<file path="src/rtl/div_pkg.sv">
// Shared types and constants for the iterative RV32M divider.
package div_pkg;

    localparam int unsigned XLEN = 32;

    // funct3[1:0] encodings of the four divide/remainder ops
    typedef enum logic [1:0] {
        DIV_S = 2'b00,
        DIV_U = 2'b01,
        REM_S = 2'b10,
        REM_U = 2'b11
    } div_op_e;

    typedef enum logic [1:0] {
        IDLE = 2'b00,
        CALC = 2'b01,
        DONE = 2'b10
    } state_e;

    // Two's-complement magnitude; only applied when the op is signed
    function automatic logic [XLEN-1:0] mag(input logic [XLEN-1:0] v, input logic is_signed);
        return (is_signed && v[XLEN-1]) ? -v : v;
    endfunction

endpackage

</file>
<file path="src/rtl/div_if.sv">
// Divider stall handshake between the Execute stage / hazard unit and div_unit.
interface div_if;
    import div_pkg::*;

    logic            DivStart;
    logic [1:0]      DivOp;
    logic [XLEN-1:0] SrcA;
    logic [XLEN-1:0] SrcB;
    logic [XLEN-1:0] DivResult;
    logic            DivDone;
    logic            DivBusy;

    modport master (
        output DivStart, DivOp, SrcA, SrcB,
        input  DivResult, DivDone, DivBusy
    );

    modport slave (
        input  DivStart, DivOp, SrcA, SrcB,
        output DivResult, DivDone, DivBusy
    );

endinterface

</file>
<file path="src/rtl/div_step.sv">
// One radix-2 restoring iteration: shift {rem, quo} left, trial-subtract the divisor.
module div_step
    import div_pkg::*;
(
    input  logic [XLEN-1:0] rem_i,
    input  logic [XLEN-1:0] quo_i,
    input  logic [XLEN-1:0] divisor_i,
    output logic [XLEN-1:0] rem_o,
    output logic [XLEN-1:0] quo_o
);
    logic [XLEN:0] shifted;
    logic [XLEN:0] trial;

    // rem < divisor holds on entry, so a 33-bit trial never wraps and its MSB is the sign
    always_comb begin
        shifted = {rem_i, quo_i[XLEN-1]};
        trial   = shifted - {1'b0, divisor_i};
        rem_o   = trial[XLEN] ? shifted[XLEN-1:0] : trial[XLEN-1:0];
        quo_o   = {quo_i[XLEN-2:0], ~trial[XLEN]};
    end

endmodule

</file>
<file path="src/rtl/div_unit.sv">
// Iterative RV32M divider (DIV/DIVU/REM/REMU), responder to the hazard unit's divider stall.
module div_unit
    import div_pkg::*;
(
    input  logic clk,
    input  logic rst_n,
    div_if.slave bus
);
    state_e          state_q;
    logic            sel_rem_q;
    logic            neg_quo_q;
    logic            neg_rem_q;
    logic [XLEN-1:0] divisor_q;
    logic [XLEN-1:0] rem_q;
    logic [XLEN-1:0] quo_q;
    logic [XLEN-1:0] result_q;
    logic [4:0]      cnt_q;
    logic            done_q;
    logic            busy_q;

    logic            signed_op;
    logic            is_div0;
    logic            is_ovf;
    logic [XLEN-1:0] abs_a;
    logic [XLEN-1:0] abs_b;
    logic [XLEN-1:0] step_rem;
    logic [XLEN-1:0] step_quo;
    logic [XLEN-1:0] fin_quo;
    logic [XLEN-1:0] fin_rem;

    div_step u_step (
        .rem_i     (rem_q),
        .quo_i     (quo_q),
        .divisor_i (divisor_q),
        .rem_o     (step_rem),
        .quo_o     (step_quo)
    );

    // Operand decode for the start cycle and sign fix-up of the final iteration's result
    always_comb begin
        signed_op = (bus.DivOp == DIV_S) || (bus.DivOp == REM_S);
        is_div0   = (bus.SrcB == '0);
        is_ovf    = signed_op && (bus.SrcA == {1'b1, {(XLEN-1){1'b0}}}) && (bus.SrcB == '1);
        abs_a     = mag(bus.SrcA, signed_op);
        abs_b     = mag(bus.SrcB, signed_op);
        fin_quo   = neg_quo_q ? -step_quo : step_quo;
        fin_rem   = neg_rem_q ? -step_rem : step_rem;
    end

    // Control FSM with operand/iteration registers and registered handshake outputs
    always_ff @(posedge clk) begin
        if (!rst_n) begin
            state_q   <= IDLE;
            sel_rem_q <= 1'b0;
            neg_quo_q <= 1'b0;
            neg_rem_q <= 1'b0;
            divisor_q <= '0;
            rem_q     <= '0;
            quo_q     <= '0;
            result_q  <= '0;
            cnt_q     <= '0;
            done_q    <= 1'b0;
            busy_q    <= 1'b0;
        end else begin
            done_q <= 1'b0;
            unique case (state_q)
                IDLE: begin
                    if (bus.DivStart) begin
                        sel_rem_q <= bus.DivOp[1];
                        neg_quo_q <= signed_op & (bus.SrcA[XLEN-1] ^ bus.SrcB[XLEN-1]);
                        neg_rem_q <= signed_op & bus.SrcA[XLEN-1];
                        divisor_q <= abs_b;
                        quo_q     <= abs_a;
                        rem_q     <= '0;
                        cnt_q     <= '0;
                        busy_q    <= 1'b1;
                        if (is_div0) begin
                            state_q  <= DONE;
                            done_q   <= 1'b1;
                            result_q <= bus.DivOp[1] ? bus.SrcA : '1;
                        end else if (is_ovf) begin
                            state_q  <= DONE;
                            done_q   <= 1'b1;
                            result_q <= bus.DivOp[1] ? '0 : {1'b1, {(XLEN-1){1'b0}}};
                        end else begin
                            state_q <= CALC;
                        end
                    end
                end
                CALC: begin
                    if (!bus.DivStart) begin
                        state_q <= IDLE;
                        busy_q  <= 1'b0;
                    end else begin
                        rem_q <= step_rem;
                        quo_q <= step_quo;
                        cnt_q <= cnt_q + 5'd1;
                        if (cnt_q == 5'd31) begin
                            state_q  <= DONE;
                            done_q   <= 1'b1;
                            result_q <= sel_rem_q ? fin_rem : fin_quo;
                        end
                    end
                end
                DONE: begin
                    state_q <= IDLE;
                    busy_q  <= 1'b0;
                end
                default: begin
                    state_q <= IDLE;
                    busy_q  <= 1'b0;
                end
            endcase
        end
    end

    assign bus.DivResult = result_q;
    assign bus.DivDone   = done_q;
    assign bus.DivBusy   = busy_q;

endmodule

</file>
<file path="src/flat_wrapper.sv">
// flat-port wrapper written by rule: the top's interface ports become plain ports
module div_unit_flat import div_pkg::*;
  (clk, rst_n, bus_DivStart, bus_DivOp, bus_SrcA, bus_SrcB, bus_DivResult, bus_DivDone, bus_DivBusy);
  div_if bus_i ();
  input  logic clk;
  input  logic rst_n;
  input wire logic [$bits(bus_i.DivStart)-1:0] bus_DivStart;
  input wire logic [$bits(bus_i.DivOp)-1:0] bus_DivOp;
  input wire logic [$bits(bus_i.SrcA)-1:0] bus_SrcA;
  input wire logic [$bits(bus_i.SrcB)-1:0] bus_SrcB;
  output wire logic [$bits(bus_i.DivResult)-1:0] bus_DivResult;
  output wire logic [$bits(bus_i.DivDone)-1:0] bus_DivDone;
  output wire logic [$bits(bus_i.DivBusy)-1:0] bus_DivBusy;
  assign bus_i.DivStart = bus_DivStart;
  assign bus_i.DivOp = bus_DivOp;
  assign bus_i.SrcA = bus_SrcA;
  assign bus_i.SrcB = bus_SrcB;
  assign bus_DivResult = bus_i.DivResult;
  assign bus_DivDone = bus_i.DivDone;
  assign bus_DivBusy = bus_i.DivBusy;
  div_unit u_core (.clk(clk), .rst_n(rst_n), .bus(bus_i));
endmodule
</file>
<file path="config.mk">
export PLATFORM = sky130hd
export DESIGN_NAME = div_unit_flat
export DESIGN_NICKNAME = d
export VERILOG_FILES = /design/src/rtl/div_pkg.sv /design/src/rtl/div_if.sv /design/src/rtl/div_step.sv /design/src/rtl/div_unit.sv /design/src/flat_wrapper.sv
export SDC_FILE = /design/constraint.sdc
export NUM_CORES = 1
export LEC_CHECK = 0
export ABC_AREA = 1
export CAP_MARGIN = 20
export CELL_PAD_IN_SITES_DETAIL_PLACEMENT = 0
export CELL_PAD_IN_SITES_GLOBAL_PLACEMENT = 1
export CORE_MARGIN = 2
export CORE_UTILIZATION = 45
export DETAILED_ROUTE_END_ITERATION = 10
export DONT_BUFFER_PORTS = 1
export GPL_ROUTABILITY_DRIVEN = 0
export PLACE_DENSITY = 0.86
export SLEW_MARGIN = 20
export SYNTH_ARGS = -nofsm -noshare
export SYNTH_HDL_FRONTEND = slang
export SYNTH_HIERARCHICAL = 1
export SYNTH_SLANG_ARGS = --single-unit
</file>
<file path="constraint.sdc">
create_clock -name clk -period 4 [get_ports clk]
set_input_delay 0.2 -clock clk [delete_from_list [all_inputs] [get_ports clk]]
set_output_delay 0.2 -clock clk [all_outputs]
set_load 0.005 [all_outputs]
</file>
Yosys cells after proc, flatten, opt, wreduce, memory -nomap -nowiden

Index checks and enable logic that the tools add are counted.

Add/subtract/negate cells: 6
Eq/ne operators: 11
Mux-type cells: 38
Bitwise gates (word level): 4
Reductions and logical operators: 14

Operators with widths:

| kind                   | number |
|---|---|
| $mux W32               | 17 |
| $pmux W32 S2           | 3 |
| $neg A32 Y32           | 4 |
| $eq A32 B32 Y1 const B | 2 |
| $sub A33 B32 Y33       | 1 |
| $logic_not A32 Y1      | 1 |
| $mux W2                | 5 |
| $mux W5                | 2 |
| $pmux W5 S2            | 1 |
| $mux W1                | 7 |
| $ne A2 B2 Y1 const B   | 3 |
| $reduce_and A2 Y1      | 3 |
| $add A5 B1 Y5 const B  | 1 |
| $eq A5 B5 Y1 const B   | 1 |
| $reduce_and A5 Y1      | 1 |
| $logic_and A1 B1 Y1    | 4 |
| $logic_not A2 Y1       | 2 |
| $pmux W1 S2            | 2 |
| $pmux W2 S2            | 1 |
| $ne A3 B1 Y1 const B   | 1 |
| $ne A3 B2 Y1 const B   | 1 |
| $reduce_and A3 Y1      | 1 |
| $and A1 B1 Y1          | 2 |
| $eq A2 B1 Y1 const B   | 1 |
| 6 further kinds        | 6 |

Register bits after elaboration: 140
Bits of input ports: 69
Word-level logic and storage cells: 84

Logic depth before layout (Yosys ltp)

Depth in word-level cells: 8
Gate-level depth with buffers: 30
Mapped depth without buffers: 29

Modules after synthesis

Netlist, hierarchy kept.

By module, submodules not included:

| module   | instances | cells an instance | area an instance (um^2) | sequential area each (um^2) |
|---|---|---|---|---|
| div_unit | 1         | 1,629             | 9,633.0                 | 2,802.7 |
| div_step | 1         | 714               | 3,395.8                 | 0.0 |

Worst setup path after synthesis

No wires, ideal clock.

Path type: reg-to-reg
Start point: reg u_core.quo_q[31]
End point: reg u_core.result_q[22], in the netlist u_core/bus.DivResult[22]
Library setup time: 0.070 ns
Data arrival time: 3.290 ns
Required time: 3.930 ns
Setup slack: 0.640 ns
Cell stages (with the launch flop): 29
Buffers on the path: 1
Period minus slack after synthesis: 3.360 ns
Cell sequence: dfxtp_1 -> inv_1 -> ha_1 -> fa_1 -> inv_1 -> nand2_1 -> nand2_1 -> nand3_1 -> nand2_2 -> nand2_1 -> nand2_2 -> nand2_2 -> nand3_1 -> nand2_4 -> buf_4 -> nand2_1 -> nand2_1 -> inv_1 -> ha_1 -> nand3_1 -> nor2_1 -> nand3_1 -> o21ai_2 -> nand2_1 -> nand2_1 -> nand3_1 -> nand2_1 -> nand2_1 -> a21oi_1

Word-level cells in the longest chain between the ends: 8
Elaborated cells between the ends (all ways): 11

Ends and longest elaborated chain:

| what                     | line            | source |
|---|---|---|
| start: declaration       | div_unit.sv:15  | `logic [XLEN-1:0] quo_q;` |
| start signal: assignment | div_unit.sv:73  | `quo_q <= abs_a;` |
| start signal: assignment | div_unit.sv:96  | `quo_q <= step_quo;` |
| $sub A33 B32 Y33         | div_step.sv:17  | `trial = shifted - {1'b0, divisor_i};` |
| $mux W32 *               | div_step.sv:18  | `rem_o = trial[XLEN] ? shifted[XLEN-1:0] : trial[XLEN-1:0];` |
| net u_core.step_rem[0]   | div_unit.sv:26  | `logic [XLEN-1:0] step_rem;` |
| $neg A32 Y32 *           | div_unit.sv:47  | `fin_rem = neg_rem_q ? -step_rem : step_rem;` |
| $mux W32 *               | div_unit.sv:47  |  |
| $mux W32 *               | div_unit.sv:101 | `result_q <= sel_rem_q ? fin_rem : fin_quo;` |
| $mux W32 *               | div_unit.sv:98  | `if (cnt_q == 5'd31) begin` |
| $mux W32 *               | div_unit.sv:91  | `if (!bus.DivStart) begin` |
| $pmux W32 S2 *           | div_unit.sv:66  | `unique case (state_q)` |
| end signal: assignment   | div_unit.sv:80  | `result_q <= bus.DivOp[1] ? bus.SrcA : '1;` |
| end signal: assignment   | div_unit.sv:84  | `result_q <= bus.DivOp[1] ? '0 : {1'b1, {(XLEN-1){1'b0}}};` |
| end signal: assignment   | div_unit.sv:101 |  |
| end: declaration         | div_unit.sv:16  | `logic [XLEN-1:0] result_q;` |

Mark *: on every way through the listed nets, which the timed path passes. The rest lies on a longest branch. The select of a mux whose other input is x is not followed.
A chain may end at the register's enable or synchronous reset.

Worst setup path in the final report

Start point: reg u_core.quo_q[31]
End point: reg u_core.result_q[31], in the netlist u_core/bus.DivResult[31]

Word-level cells in the longest chain between the ends: 8
Elaborated cells between the ends (all ways): 11

Ends and longest elaborated chain:

| what                    | line |
|---|---|
| $sub A33 B32 Y33        | div_step.sv:17 |
| $mux W32                | div_step.sv:18 |
| net u_core.step_rem[22] | div_unit.sv:26 |
| $neg A32 Y32            | div_unit.sv:47 |
| $mux W32                | div_unit.sv:47 |
| $mux W32                | div_unit.sv:101 |
| $mux W32                | div_unit.sv:98 |
| $mux W32                | div_unit.sv:91 |
| $pmux W32 S2            | div_unit.sv:66 |

The timed path passes the listed nets, and every way through them passes these cells. The select of a mux whose other input is x is not followed.

==> summary.md <==
| Metric | Value |
|---|---|
| Status | finished, final reports clean |
| Synthesized area per cell | 5.56 µm² |
| Worst Path Arrival | 4.04 ns |
| #FFs+latches synth | 140 |
| Netlist cell types | 48 |
| Post-layout nets | 2407 |
| Die Ht | 174 µm |
| Worst Tran Pin Value | 0.985 ns |
| Slew Viols, Final | 0 |
| Initial Util | 0.455 |
| Total clock buffers created by CTS | 17 |
| CP most frequent cell | nand2_1 |
| Filler cells | 3109 |
| Multi-input logic area | 8600 µm² |
| Synthesis-to-finish area growth | 7.73% |
| TNS Setup | 0 ns |
| Critical Path Source Type | flip-flop |
| FF/Latch Area | 2800 µm² |
| Top_reg_cell synth | dfxtp_1 |
| Rows | 62 |
| Crit Path Class | reg2reg |
| Fraction of registers with async set/reset | 0 |
| Hold_ws | 0.00517 ns |
| Slew margin rel. | 0.342 |
| DP Wirelength | 35400 µm |
| Slowest stage delay, CP | 0.41 ns |
| Final setup viols | 0 |
| DIE AREA | 30300 µm² |
| Core area | 28600 µm² |
| Layout cell share with drive strength beyond 1 | 0.0649 |
| H-tree depth | 4 |
| Mapped Area | 13000 µm² |
| Most frequent cells in the layout | nand2_1, inv_1, nor2_1, nand3_1, a21oi_1 |
| Port bufs | 0 |
| EDFF count, synth | 0 |
| Ys Warns | 6 |
| Register area share after synthesis | 0.215 |
| Critical Path Slowest Stage Cell | fa_1 |
| Syn Nets | 2452 |
| Routed WL per cell | 17.1 µm |
| Worst-Skew Late Latency | 0.43 ns |
| Crit path max fanout | 14 |
| Max frequency | 271 MHz |
| Total routed wirelength | 46000 µm |
| Worst setup slack after layout | 0.314 ns |
| DR pass1 iterations | 6 |
| CTS root buf | clkbuf_16 |
| Antenna-violating nets left | 0 |
| Top post-synthesis cells by area | nand2_1, dfxtp_1, inv_1 |
| # clock sinks | 140 |
| Initial antenna violation count | 0 |
| Clk slew on worst S/H paths | 0.07 ns |
| Iteration-0 DRC Markers | 1626 |
| Routed vias | 14800 |
| Final period util | 0.921 |
| Worst clock skew | 0.0183 ns |
| Peak supply drop | 0.230 mV |
| Most common cell after layout, fill and taps aside | nand2_1 |
| Area leader, netlist | nand2_1 |
| CP required | 4.36 ns |
| DRC | 0 |
| Die W | 174 µm |
| Pre-CTS setup slack | 0.0942 ns |
| Largest net degree at the start of global routing | 87 |
| Vias in the first global route | 13100 |
| Vias per cell | 5.49 |
| Worst Hold Class | in2reg |
| Antenna Cells | 0 |
| First-pass GRT wire length | 71700 µm |
| CTS tree | built |
| Post-Synthesis Cells | 2343 |
| Total grt overflow | 0 |
| Element type at the critical path end | flip-flop |
| # IOs | 103 |
| Post-synth top area share | 0.224 |
| Minimum period implied by the final worst setup slack | 3.69 ns |
| Hold Fails Final Rpt | 0 |
| Longest Clk Path Bufs | 2 |
| Pleak | 0.00694 µW |
| Max-cap viol count | 0 |
| Cell Pwr Density | 313 nW/µm² |
| GRT Resource Usage Total | 0.298 |
[stage by stage]
step                total power (µW)  cells  instance area, µm²  utilization
global placement                2710   2639               13100        0.457
floorplan                       2450   2343               13000            -
global route                    4600   2695               14000        0.490
detailed placement              2720   2639               13100        0.457
finish                          4390   2695               14000        0.490
CTS                             4340   2693               13900        0.485
[final timing paths]
| check | slack (ns) | depth (start not counted) | end | startpoint |
|---|---|---|---|---|
| setup / recovery | 0.31 | 28 | u_core/bus.DivResult[31]$_SDFFE_PN0P_ | u_core/quo_q[31]$_SDFFE_PN0P_ |
| hold / removal | 0.005 | 3 | u_core/divisor_q[24]$_SDFFE_PN0P_ | bus_SrcB[24] |
| setup reg to reg | 0.31 | 28 | u_core/bus.DivResult[31]$_SDFFE_PN0P_ | u_core/quo_q[31]$_SDFFE_PN0P_ |
| hold reg to reg | 0.45 | 2 | u_core/divisor_q[27]$_SDFFE_PN0P_ | u_core/divisor_q[27]$_SDFFE_PN0P_ |
[registers in the layout, summed over array words and instances, names as in the netlist]
| register | flops |
|---|---|
| u_core/cnt_q | 5 |
| u_core/bus.DivResult | 32 |
| u_core/sel_rem_q | 1 |
| u_core/neg_quo_q | 1 |
| u_core/bus.DivDone | 1 |
| u_core/divisor_q | 32 |
| u_core/rem_q | 32 |
| u_core/quo_q | 32 |
| u_core/neg_rem_q | 1 |
| u_core/state_q | 2 |
| u_core/bus.DivBusy | 1 |
[timing repair]
action                     in CTS  in global routing
hold buffers                   22                  0
hold endpoints to repair       88                  0
setup buffers                   0                  1
gates resized for setup         0                 45
setup endpoints to repair       0                 24
[area by class of cell]
| cell class | count | area share |
|---|---|---|
| clock buffers | 18 | 0.0306 |
| well taps | 384 | 0.0342 |
| repair buffers | 47 | 0.0308 |
| inverters | 304 | 0.0813 |
| clock inverters | 14 | 0.0103 |
| multi-input cells | 1788 | 0.613 |
| flip-flops and latches | 140 | 0.200 |
[worst max-delay path, delay by kind of cell, from the launching register on]
kind            cells  cell delay [ns]
simple gates       20             1.83
fa+ha+maj           2             0.62
buf+inv             4             0.53
flops               1             0.35
compound gates      2             0.30
[cell usage after synthesis (all sizes together) (2+ instances only)]
cell	count
a31oi	4
nand2	788
nand4	36
a211oi	2
or2	9
xor2	34
inv	301
ha	39
clkinv	3
o211ai	18
and2	4
o31ai	2
clkbuf	46
nand3b	8
a21oi	168
nor3	24
nor2	263
nor4	2
dfxtp	140
xnor2	10
buf	66
o22ai	7
o221ai	4
o21bai	7
nand3	215
o21ai	139
[power by group]
group / leakage [µW] / internal (µW) / switching, µW
Clock: 0.000273 / 880 / 728
Sequential: 0.00114 / 1470 / 75.7
Combinational: 0.00552 / 382 / 855
[layer usage]
| layer | global-route usage | share of wire | up-vias |
|---|---|---|---|
| met5 | 0 | 0 | - |
| met2 | 0.447 | 0.42 | 598 |
| li1 | - | - | 7371 |
| met1 | 0.444 | 0.47 | 6766 |
| met4 | 0.0648 | 0.017 | 0 |
| met3 | 0.0486 | 0.089 | 51 |
[cell families (layout without fill, tap and decap cells)]
group | count (synthesis) | count (layout) | share of synthesized area
and+or+nand+nor | 1350 | 1351 | 0.436
buffers and inverters | 416 | 383 | 0.135
AOI/OAI and AO/OA | 353 | 353 | 0.145
DFF | 140 | 140 | 0.215
xor gates and xnor gates | 44 | 44 | 0.0296
adders and majority gates | 40 | 40 | 0.0390
No activity file was read; power rests on OpenSTA's default activity.
